File: config.mk
export PLATFORM = sky130hd
export DESIGN_NAME = neighbor_table_ctrl_flat
export DESIGN_NICKNAME = d
export VERILOG_FILES = /design/src/rtl/neighbor_table_pkg.sv /design/src/rtl/neighbor_table_ctrl_if.sv /design/src/rtl/ntc_rr_arbiter.sv /design/src/rtl/neighbor_table_ctrl.sv /design/src/flat_wrapper.sv
export SDC_FILE = /design/constraint.sdc
export NUM_CORES = 1
export LEC_CHECK = 0
export ABC_AREA = 1
export BUFFER_PORTS_ARGS = -buffer_cell sky130_fd_sc_hd__buf_2
export CORE_MARGIN = 2
export CORE_UTILIZATION = 45
export DETAILED_ROUTE_END_ITERATION = 10
export PLACE_DENSITY = 0.72
export SLEW_MARGIN = 10
export SYNTH_ARGS = -nofsm -noshare
export SYNTH_HDL_FRONTEND = slang
export SYNTH_HIERARCHICAL = 1
export SYNTH_SLANG_ARGS = --single-unit
File: constraint.sdc
create_clock -name clk -period 2.6 [get_ports clk]
set_clock_uncertainty 0.15 [all_clocks]
set_input_delay 0.78 -clock clk [delete_from_list [all_inputs] [get_ports clk]]
set_output_delay 0.78 -clock clk [all_outputs]
set_load 0.01 [all_outputs]
File: src/rtl/neighbor_table_pkg.sv
// Shared constants, types and state encoding for the neighbor-table controller.
// Build option: NTC_ENERGY_FILTER_EN enables the E_MIN energy floor in BEST scans.
`timescale 1ns/1ps
package neighbor_table_pkg;

  localparam int WORD_WIDTH    = 16;
  localparam int MAX_NEIGHBORS = 16;
  localparam int IDX_W         = $clog2(MAX_NEIGHBORS);

  typedef logic [WORD_WIDTH-1:0] word_t;
  typedef logic [IDX_W-1:0]      idx_t;
  typedef logic [IDX_W:0]        cnt_t;

  // Unsigned Q2.14 fixed point
  localparam word_t Q_ONE   = 16'h4000;
  localparam word_t E_MIN   = 16'h0800;
  localparam cnt_t  MAX_CNT = cnt_t'(MAX_NEIGHBORS);

  typedef enum logic [2:0] {
    S_IDLE, S_U_RD, S_U_CMP, S_U_WR, S_B_RD, S_B_CMP, S_ACK
  } state_e;

  typedef enum logic {OP_UPD, OP_BEST} op_e;

  typedef struct packed {
    word_t id;
    word_t cluster;
    word_t energy;
    word_t qvalue;
  } pkt_t;

endpackage

File: src/rtl/neighbor_table_ctrl_if.sv
// Shared bank bus: one index and write strobe for the four neighbor-table banks,
// plus their 1-cycle synchronous read data.
`timescale 1ns/1ps
interface neighbor_table_ctrl_if;
  import neighbor_table_pkg::*;

  idx_t  mem_index;
  logic  mem_wr_en;
  word_t mem_id_wr, mem_cluster_wr, mem_energy_wr, mem_q_wr;
  word_t mem_id_rd, mem_q_rd, mem_energy_rd;

  modport master (
    output mem_index, mem_wr_en, mem_id_wr, mem_cluster_wr, mem_energy_wr, mem_q_wr,
    input  mem_id_rd, mem_q_rd, mem_energy_rd
  );

  modport slave (
    input  mem_index, mem_wr_en, mem_id_wr, mem_cluster_wr, mem_energy_wr, mem_q_wr,
    output mem_id_rd, mem_q_rd, mem_energy_rd
  );
endinterface

File: src/rtl/ntc_rr_arbiter.sv
// Two-way round-robin arbiter; grant[0] = UPD, grant[1] = BEST.
// Grants only while the controller is idle; pointer favours the loser after every grant.
`timescale 1ns/1ps
module ntc_rr_arbiter (
  input  logic       clk,
  input  logic       nrst,
  input  logic       upd_req,
  input  logic       best_req,
  input  logic       idle,
  output logic [1:0] grant
);

  logic favour_best_q, favour_best_d;

  always_comb begin
    grant         = 2'b00;
    favour_best_d = favour_best_q;
    if (idle) begin
      if (upd_req && best_req) grant = favour_best_q ? 2'b10 : 2'b01;
      else if (upd_req)        grant = 2'b01;
      else if (best_req)       grant = 2'b10;
    end
    if (grant[0]) favour_best_d = 1'b1;
    if (grant[1]) favour_best_d = 1'b0;
  end

  always_ff @(posedge clk) begin
    if (nrst) favour_best_q <= 1'b0;
    else      favour_best_q <= favour_best_d;
  end

endmodule

File: src/rtl/neighbor_table_ctrl.sv
// Neighbor-table sequencer: UPD (find-or-append) and BEST (max-Q scan) share the banks.
// Build option: NTC_ENERGY_FILTER_EN skips low-energy entries during BEST.
`timescale 1ns/1ps
module neighbor_table_ctrl
  import neighbor_table_pkg::*;
(
  input  logic  clk,
  input  logic  nrst,
  input  logic  upd_req,
  input  word_t upd_id,
  input  word_t upd_cluster,
  input  word_t upd_energy,
  input  word_t upd_qvalue,
  output logic  upd_ack,
  output logic  upd_new,
  output logic  upd_full,
  input  logic  best_req,
  output logic  best_ack,
  output logic  best_valid,
  output word_t best_id,
  output word_t best_qvalue,
  output cnt_t  neighbor_count,
  output logic  busy,
  neighbor_table_ctrl_if.master mem
);

  state_e state_q, state_d;
  op_e    op_q, op_d;
  idx_t   idx_q, idx_d;
  cnt_t   cnt_q, cnt_d;
  pkt_t   pkt_q, pkt_d;
  logic   new_q, new_d, full_q, full_d;
  logic   cand_found_q, cand_found_d;
  word_t  cand_q_q, cand_q_d, cand_id_q, cand_id_d;
  logic   best_valid_q, best_valid_d;
  word_t  best_id_q, best_id_d, best_q_q, best_q_d;

  logic [1:0] grant;
  logic       last_entry, energy_ok, take;

  ntc_rr_arbiter u_arb (
    .clk      (clk),
    .nrst     (nrst),
    .upd_req  (upd_req),
    .best_req (best_req),
    .idle     (state_q == S_IDLE),
    .grant    (grant)
  );

`ifdef NTC_ENERGY_FILTER_EN
  assign energy_ok = (mem.mem_energy_rd >= E_MIN);
`else
  logic unused_energy;
  assign unused_energy = ^mem.mem_energy_rd;
  assign energy_ok     = 1'b1;
`endif

  assign last_entry = (({1'b0, idx_q} + cnt_t'(1)) == cnt_q);
  // Strict compare: ties keep the earlier (lower-index) candidate
  assign take       = energy_ok && (!cand_found_q || (mem.mem_q_rd > cand_q_q));

  always_comb begin
    // NOTE: every *_d gets its hold value first so no path can infer a latch.
    state_d      = state_q;
    op_d         = op_q;
    idx_d        = idx_q;
    cnt_d        = cnt_q;
    pkt_d        = pkt_q;
    new_d        = new_q;
    full_d       = full_q;
    cand_found_d = cand_found_q;
    cand_q_d     = cand_q_q;
    cand_id_d    = cand_id_q;
    best_valid_d = best_valid_q;
    best_id_d    = best_id_q;
    best_q_d     = best_q_q;

    unique case (state_q)
      S_IDLE: begin
        if (grant[0]) begin
          op_d   = OP_UPD;
          pkt_d  = {upd_id, upd_cluster, upd_energy, upd_qvalue};
          idx_d  = '0;
          full_d = 1'b0;
          new_d  = (cnt_q == '0);
          state_d = (cnt_q == '0) ? S_U_WR : S_U_RD;
        end else if (grant[1]) begin
          op_d         = OP_BEST;
          idx_d        = '0;
          cand_found_d = 1'b0;
          cand_q_d     = '0;
          cand_id_d    = '0;
          if (cnt_q == '0) begin
            best_valid_d = 1'b0;
            state_d      = S_ACK;
          end else begin
            state_d      = S_B_RD;
          end
        end
      end
      S_U_RD: state_d = S_U_CMP;
      S_U_CMP: begin
        if (mem.mem_id_rd == pkt_q.id) begin
          state_d = S_U_WR;
        end else if (!last_entry) begin
          idx_d   = idx_q + idx_t'(1);
          state_d = S_U_RD;
        end else if (cnt_q < MAX_CNT) begin
          idx_d   = idx_t'(cnt_q);
          new_d   = 1'b1;
          state_d = S_U_WR;
        end else begin
          full_d  = 1'b1;
          state_d = S_ACK;
        end
      end
      S_U_WR: begin
        if (new_q && (cnt_q < MAX_CNT)) cnt_d = cnt_q + cnt_t'(1);
        state_d = S_ACK;
      end
      S_B_RD: state_d = S_B_CMP;
      S_B_CMP: begin
        if (take) begin
          cand_found_d = 1'b1;
          cand_q_d     = mem.mem_q_rd;
          cand_id_d    = mem.mem_id_rd;
        end
        if (last_entry) begin
          best_valid_d = cand_found_d;
          best_id_d    = cand_id_d;
          best_q_d     = cand_q_d;
          state_d      = S_ACK;
        end else begin
          idx_d   = idx_q + idx_t'(1);
          state_d = S_B_RD;
        end
      end
      S_ACK:   state_d = S_IDLE;
      default: state_d = S_IDLE;
    endcase
  end

  always_ff @(posedge clk) begin
    // NOTE: non-blocking assignments keep every register sampling pre-edge values.
    if (nrst) begin
      state_q      <= S_IDLE;
      op_q         <= OP_UPD;
      idx_q        <= '0;
      cnt_q        <= '0;
      pkt_q        <= '0;
      new_q        <= 1'b0;
      full_q       <= 1'b0;
      cand_found_q <= 1'b0;
      cand_q_q     <= '0;
      cand_id_q    <= '0;
      best_valid_q <= 1'b0;
      best_id_q    <= '0;
      best_q_q     <= '0;
    end else begin
      state_q      <= state_d;
      op_q         <= op_d;
      idx_q        <= idx_d;
      cnt_q        <= cnt_d;
      pkt_q        <= pkt_d;
      new_q        <= new_d;
      full_q       <= full_d;
      cand_found_q <= cand_found_d;
      cand_q_q     <= cand_q_d;
      cand_id_q    <= cand_id_d;
      best_valid_q <= best_valid_d;
      best_id_q    <= best_id_d;
      best_q_q     <= best_q_d;
    end
  end

  assign upd_ack        = (state_q == S_ACK) && (op_q == OP_UPD);
  assign best_ack       = (state_q == S_ACK) && (op_q == OP_BEST);
  assign upd_new        = upd_ack && new_q;
  assign upd_full       = upd_ack && full_q;
  assign best_valid     = best_ack && best_valid_q;
  assign best_id        = best_id_q;
  assign best_qvalue    = best_q_q;
  assign neighbor_count = cnt_q;
  assign busy           = (state_q != S_IDLE);

  // A reset arriving during U_WR must not let the pending write reach the banks
  assign mem.mem_wr_en      = (state_q == S_U_WR) && !nrst;
  assign mem.mem_index      = (state_q == S_IDLE) ? '0 : idx_q;
  assign mem.mem_id_wr      = pkt_q.id;
  assign mem.mem_cluster_wr = pkt_q.cluster;
  assign mem.mem_energy_wr  = pkt_q.energy;
  assign mem.mem_q_wr       = pkt_q.qvalue;

endmodule

File: src/flat_wrapper.sv
// flat-port wrapper written by rule: the top's interface ports become plain ports
module neighbor_table_ctrl_flat import neighbor_table_pkg::*;
  (clk, nrst, upd_req, upd_id, upd_cluster, upd_energy, upd_qvalue, upd_ack, upd_new, upd_full, best_req, best_ack, best_valid, best_id, best_qvalue, neighbor_count, busy, mem_mem_index, mem_mem_wr_en, mem_mem_id_wr, mem_mem_cluster_wr, mem_mem_energy_wr, mem_mem_q_wr, mem_mem_id_rd, mem_mem_q_rd, mem_mem_energy_rd);
  neighbor_table_ctrl_if mem_i ();
  input  logic clk;
  input  logic nrst;
  input  logic upd_req;
  input  word_t upd_id;
  input  word_t upd_cluster;
  input  word_t upd_energy;
  input  word_t upd_qvalue;
  output logic upd_ack;
  output logic upd_new;
  output logic upd_full;
  input  logic best_req;
  output logic best_ack;
  output logic best_valid;
  output word_t best_id;
  output word_t best_qvalue;
  output cnt_t neighbor_count;
  output logic busy;
  output wire logic [$bits(mem_i.mem_index)-1:0] mem_mem_index;
  output wire logic [$bits(mem_i.mem_wr_en)-1:0] mem_mem_wr_en;
  output wire logic [$bits(mem_i.mem_id_wr)-1:0] mem_mem_id_wr;
  output wire logic [$bits(mem_i.mem_cluster_wr)-1:0] mem_mem_cluster_wr;
  output wire logic [$bits(mem_i.mem_energy_wr)-1:0] mem_mem_energy_wr;
  output wire logic [$bits(mem_i.mem_q_wr)-1:0] mem_mem_q_wr;
  input wire logic [$bits(mem_i.mem_id_rd)-1:0] mem_mem_id_rd;
  input wire logic [$bits(mem_i.mem_q_rd)-1:0] mem_mem_q_rd;
  input wire logic [$bits(mem_i.mem_energy_rd)-1:0] mem_mem_energy_rd;
  assign mem_mem_index = mem_i.mem_index;
  assign mem_mem_wr_en = mem_i.mem_wr_en;
  assign mem_mem_id_wr = mem_i.mem_id_wr;
  assign mem_mem_cluster_wr = mem_i.mem_cluster_wr;
  assign mem_mem_energy_wr = mem_i.mem_energy_wr;
  assign mem_mem_q_wr = mem_i.mem_q_wr;
  assign mem_i.mem_id_rd = mem_mem_id_rd;
  assign mem_i.mem_q_rd = mem_mem_q_rd;
  assign mem_i.mem_energy_rd = mem_mem_energy_rd;
  neighbor_table_ctrl u_core (.clk(clk), .nrst(nrst), .upd_req(upd_req), .upd_id(upd_id), .upd_cluster(upd_cluster), .upd_energy(upd_energy), .upd_qvalue(upd_qvalue), .upd_ack(upd_ack), .upd_new(upd_new), .upd_full(upd_full), .best_req(best_req), .best_ack(best_ack), .best_valid(best_valid), .best_id(best_id), .best_qvalue(best_qvalue), .neighbor_count(neighbor_count), .busy(busy), .mem(mem_i));
endmodule
# == Word-level counts from Yosys, hierarchy flattened ==
# Index checks and enable logic that the tools add are counted.
# op_classes
bitwise_logic,1
mux,49
add_sub_neg,3
n_reduce_logical,28
n_eq_ne,20
order_cmp,2
# op_table
operator,count
16-bit 2-to-1 mux,4
16-bit one-hot mux with 2 select lines,2
4-bit 2-to-1 mux,7
5-bit AND reduction,4
3-bit one-hot mux with 6 select lines,1
1-bit 2-to-1 mux,17
16-bit equality test,1
16-bit > comparator,1
2-bit 2-to-1 mux,8
3-bit 2-to-1 mux,5
2-bit by 1-bit != test with 1-bit output (second input constant),6
4-bit one-hot mux with 3 select lines,1
3-bit equality test (second input constant),3
1-bit logical AND,8
2-bit != test (second input constant),4
1-bit one-hot mux with 2 select lines,4
2-bit AND reduction,4
3-bit by 2-bit equality test with 1-bit output (second input constant),2
2-bit nonzero test,3
3-bit nonzero test,2
4-bit by 1-bit adder with 5-bit output (second input constant),1
5-bit by 1-bit adder with 5-bit output (second input constant),1
5-bit equality test,1
5-bit zero test,1
11 further kinds,12
# totals
out_inout_bits,112
reg_bits,146
in_bits,116

# == Logic depth before layout (Yosys ltp) ==
# logic_depth
word_depth,7
mapped_depth,19
ltp_nobuf,18

# == Hierarchy ==
# Netlist, hierarchy kept.
# by_module_without_submodules
module,area_per_inst_um2,n_inst,seq_area_each_um2,cells_each
neighbor_table_ctrl,7016.7,1,2902.8,1014
ntc_rr_arbiter,60.1,1,20.0,10

# == Worst setup path before layout ==
# OpenSTA, ideal clock, no wires.
# synth_timing
kind,input port to flip-flop
start,in mem_mem_q_rd[15]
end,"reg u_core.best_id_q[10], in the netlist u_core/best_id[10]"
stages,13
required_ns,2.341
t_arrival_ns,2.081
slack_ns,0.260
n_path_buf,1
path_cell_list,ha_1 nand2_1 nor3_1 nand2_1 nand2_1 nand2_1 nand2_2 buf_2 nand2_1 nand2_1 nand2_1 nand2_1 inv_1
# synth_via
elab_chain_len,3
# synth_lines
element,line,rtl
start: declaration,flat_wrapper.sv:29,input wire logic [$bits(mem_i.mem_q_rd)-1:0] mem_mem_q_rd;
16-bit > comparator,neighbor_table_ctrl.sv:60,assign take = energy_ok && (!cand_found_q || (mem.mem_q_rd > cand_q_q));
1-bit logical OR,neighbor_table_ctrl.sv:60,
16-bit 2-to-1 mux,neighbor_table_ctrl.sv:123,if (take) begin
end signal: assignment,neighbor_table_ctrl.sv:171,best_id_q <= best_id_d;
end: declaration,neighbor_table_ctrl.sv:36,"word_t best_id_q, best_id_d, best_q_q, best_q_d;"
# Every way passes these cells.
# A chain may end at the register's enable or synchronous reset.

# == Worst setup path in the final report ==
# layout_timing
start,reg u_core.state_q[2]
end,out mem_mem_index[3]
# layout_via
elab_chain_len,2
# layout_lines
element,line,rtl
start: declaration,neighbor_table_ctrl.sv:27,"state_e state_q, state_d;"
start signal: assignment,neighbor_table_ctrl.sv:160,state_q <= state_d;
3-bit zero test,neighbor_table_ctrl.sv:188,assign mem.mem_index = (state_q == S_IDLE) ? '0 : idx_q;
4-bit 2-to-1 mux,neighbor_table_ctrl.sv:188,
end: declaration,flat_wrapper.sv:22,output wire logic [$bits(mem_i.mem_index)-1:0] mem_mem_index;
# Every way passes these cells.

==> flow_metrics.env <==
export IMPL_critPathRequiredTime_ps=1670
export IMPL_drcViolationCount=0
export IMPL_first_pass_iters=7
export IMPL_die_h_um=129.4
export IMPL_path_cells="inv_1 -> nand2_2 -> inv_1 -> buf_4 -> nor2_1 -> buf_2"
export IMPL_grt_use_met1_pct=28.09
export IMPL_wl_per_cell_um=13.17
export IMPL_fin_crit_sh_pct=94.65
export IMPL_start_util_pct=46.38
export IMPL_die_w_um=129.4
export IMPL_htreeDepth=4
export IMPL_setup_violations=0
export IMPL_vdd_ir_drop_max_uv=546.4
export IMPL_fmax_mhz=406.3
export IMPL_cp_common_cell="inv_1"
export IMPL_slew_violations=0
export IMPL_core_area_um2=15260
export IMPL_die_area_um2=16750
export IMPL_grt_remaining_overflow=0
export IMPL_synthSimpleGateAreaFrac_pct=27.92
export IMPL_grt_use_met2_pct=37.03
export IMPL_ios=228
export IMPL_hold_viol_final=0
export IMPL_ff2ff_path_depth=11
export IMPL_drive_above_1_share_pct=22.75
export IMPL_period_needed_ps=2461
export IMPL_endpoint_kind="output port"
export IMPL_synth_cells=1024
export IMPL_power_leakage_nw=4.534
export IMPL_r2r_end="u_core/mem.mem_q_wr[5]$_SDFFE_PP0P_"
export IMPL_synthAdderAreaFrac_pct=3.359
export IMPL_drt_iter0_drc=458
export IMPL_top_usage_layer="met2"
export IMPL_worst_path_max_delay_cell="dfxtp_1"
export IMPL_cts_resized=0
export IMPL_status="completed"
export IMPL_multi_input_comb_area_um2=3343
export IMPL_place_gp_congestion=0.8911
export IMPL_grt_pass1_vias=6316
export IMPL_syn_avg_cell_area_um2=6.911
export IMPL_cts_tree="built"
export IMPL_via_per_inst=4.819
export IMPL_root_buffer="clkbuf_16"
export IMPL_syn_nets=1159
export IMPL_min_path_type="register to register"
export IMPL_path_max_fanout=7
export IMPL_wirelength_um=19050
export IMPL_grt_total_usage_pct=22.55
export IMPL_critical_path_arrival_ps=1530
export IMPL_cap_violations=0
export IMPL_rsz0062_at_grt="true"
export IMPL_relSlewSlack_pct=67.87
export IMPL_synth_top_family_by_area="simple AND/OR/NAND/NOR gates"
export IMPL_cts_setup_buffers=0
export IMPL_postLayoutCoreUtil_pct=58.41
export IMPL_synth_area_um2=7077
export IMPL_antenna_found_initial=1
export IMPL_met3_usage_pct=7.060
export IMPL_clk_pin_slew_ps=70
export IMPL_port_buffers=211
export IMPL_synth_mux_area_share_pct=0
export IMPL_yosys_warnings=6
export IMPL_dp_hpwl_um=13360
export IMPL_hold_path_end="u_core/cand_id_q[15]$_SDFFE_PP0P_"
export IMPL_synth_seq_cells=146
export IMPL_powerDensity_nw_per_um2=904.0
export IMPL_start_kind="register"
export IMPL_clk_latency_ps=420
export IMPL_num_vias=6973
export IMPL_synth_compound_area_share_pct=13.99
export IMPL_ant_nets=0
export IMPL_max_stage_delay_ps=440
export IMPL_area_growth_synth_to_final_pct=25.94
export IMPL_tightest_slew_ps=482.0
export IMPL_grt_max_degree=65
export IMPL_r2r_setup_slack_ps=310
export IMPL_row_count=45
export IMPL_crit_type="register to output port"
export IMPL_grt_pass1_wl_um=30060
export IMPL_r2r_start="u_core/state_q[0]$_SDFFE_PP0P_"
export IMPL_yosysSeqAreaShare_pct=41.30
export IMPL_fin_nets=1357
export IMPL_holdWs_ps=314.5
export IMPL_synthXorXnorAreaFrac_pct=1.874
export IMPL_register_area_um2=2923
export IMPL_ys_types=37
export IMPL_cts_buffer_depth=2
export IMPL_fillers=1433
export IMPL_clkSinkCount=146
export IMPL_numCtsBuffers=17
export IMPL_hold_depth=2
export IMPL_hold_buffers=0
export IMPL_hp_start="u_core/cand_id_q[15]$_SDFFE_PP0P_"
-- final cells by class --
cell class,count,area share [%]
Clock buffer,17,4.773
Inverter,143,6.107
Antenna cell,1,0.02808
Tap cell,211,2.962
Sequential cell,146,32.80
Timing Repair Buffer,230,14.15
Clock inverter,15,1.671
Multi-Input combinational cell,684,37.51
-- worst max path at each step --
stage	startpoint	to	slack [ps]	cells after the start
after global placement	mem_mem_q_rd[11]	u_core/best_qvalue[12]$_SDFFE_PP0P_	-60	12
after CTS	u_core/state_q[0]$_SDFFE_PP0P_	upd_new	10	6
final	u_core/state_q[2]$_SDFFE_PP0P_	mem_mem_index[3]	140	6
after global routing	u_core/state_q[2]$_SDFFE_PP0P_	mem_mem_wr_en	-10	6
after floorplan	mem_mem_q_rd[15]	u_core/best_id[10]$_SDFFE_PP0P_	260	13
after detailed placement	mem_mem_q_rd[11]	u_core/best_qvalue[12]$_SDFFE_PP0P_	-70	12
-- synth_stat cells --
cell type	instances	area share (%)
nand2_1	223	12
nor2_1	150	8.0
dfxtp_1	146	41
inv_1	140	7.4
nand3_1	75	5.3
o21ai_0	72	5.1
a21oi_1	64	4.5
o21a_1	33	3.5
clkbuf_1	32	1.7
ha_1	19	3.4
buf_2	11	0.78
nand4_1	8	0.71
xor2_1	7	0.87
nor3_1	5	0.35
xnor2_1	5	0.62
nand2_2	4	0.35
nor2_4	4	0.64
buf_12	3	0.85
o21ai_1	3	0.21
buf_6	2	0.32
nor3b_1	2	0.21
a21o_1	1	0.11
a21oi_2	1	0.12
a31oi_1	1	0.088
a41oi_1	1	0.12
buf_1	1	0.053
buf_4	1	0.11
clkbuf_2	1	0.071
clkinv_1	1	0.053
inv_2	1	0.053
inv_8	1	0.16
nand3_2	1	0.14
nand3_4	1	0.25
nand4_2	1	0.18
o211ai_1	1	0.11
o31ai_1	1	0.11
xor2_4	1	0.39
-- layout by cell type (no fill, tap or decap), drive strengths merged --
| master | n |
|---|---|
| a41oi | 1 |
| xor2 | 8 |
| inv | 150 |
| a31oi | 1 |
| buf | 230 |
| o31ai | 1 |
| nor2 | 154 |
| dfxtp | 146 |
| diode | 1 |
| clkbuf | 17 |
| xnor2 | 5 |
| clkinv | 5 |
| nand2 | 227 |
| a21o | 1 |
| nor3 | 5 |
| bufinv | 1 |
| nand4 | 9 |
| o21a | 33 |
| nor3b | 2 |
| ha | 19 |
| clkinvlp | 2 |
| o211ai | 1 |
| o21ai | 75 |
| nand3 | 77 |
| a21oi | 65 |
-- logic make-up (layout without fill, tap and decap cells) --
logic type      after synthesis  count (layout)
xor+xnor                     13              13
buf+inv                     194             405
compound gates              178             178
fa+ha+maj                    19              19
flops                       146             146
simple gates                474             474
other cells                   0               1
-- metrics by stage --
step	setup slack [ps]	instances	power (mW)	instance area, um2	TNS, ps
global route	-9.883	1446	8.572	8910	-9.883
CTS	14.59	1446	8.112	8902	0
detailed placement	-70.88	1414	5.688	8328	-1460
global placement	-61.36	1414	5.644	8328	-1000
floorplan	260.3	1024	4.674	7077	0
finish	139.0	1447	8.057	8912	0
-- routing by layer --
metal / part of all wire, % / vias up
met1: 44 / 3113
met4: 1.8 / 0
li1: - / 3619
met2: 47 / 213
met5: 0 / -
met3: 7.1 / 28
-- sequential cells by signal, summed over array words and instances, names as in the netlist, 4 cells and up --
signal and cells:
u_core/mem.mem_energy_wr 16, u_core/idx_q 4, u_core/best_id 16, u_core/neighbor_count 5
u_core/mem.mem_id_wr 16, u_core/best_qvalue 16, u_core/cand_q_q 16, u_core/cand_id_q 16
u_core/mem.mem_q_wr 16, u_core/mem.mem_cluster_wr 16
-- power breakdown --
part,switching [mW],leakage [nW],internal (mW)
combinational,1.64,3.07,0.984
sequential,0.316,1.19,2.72
clock,1.05,0.278,1.34
-- critical path: cells and delay by family, from the launching register on --
family,cells,cell delay [ps]
simple gates,2,180
buf+inv,4,490
flops,1,440
(Power assumes the default switching activity.)
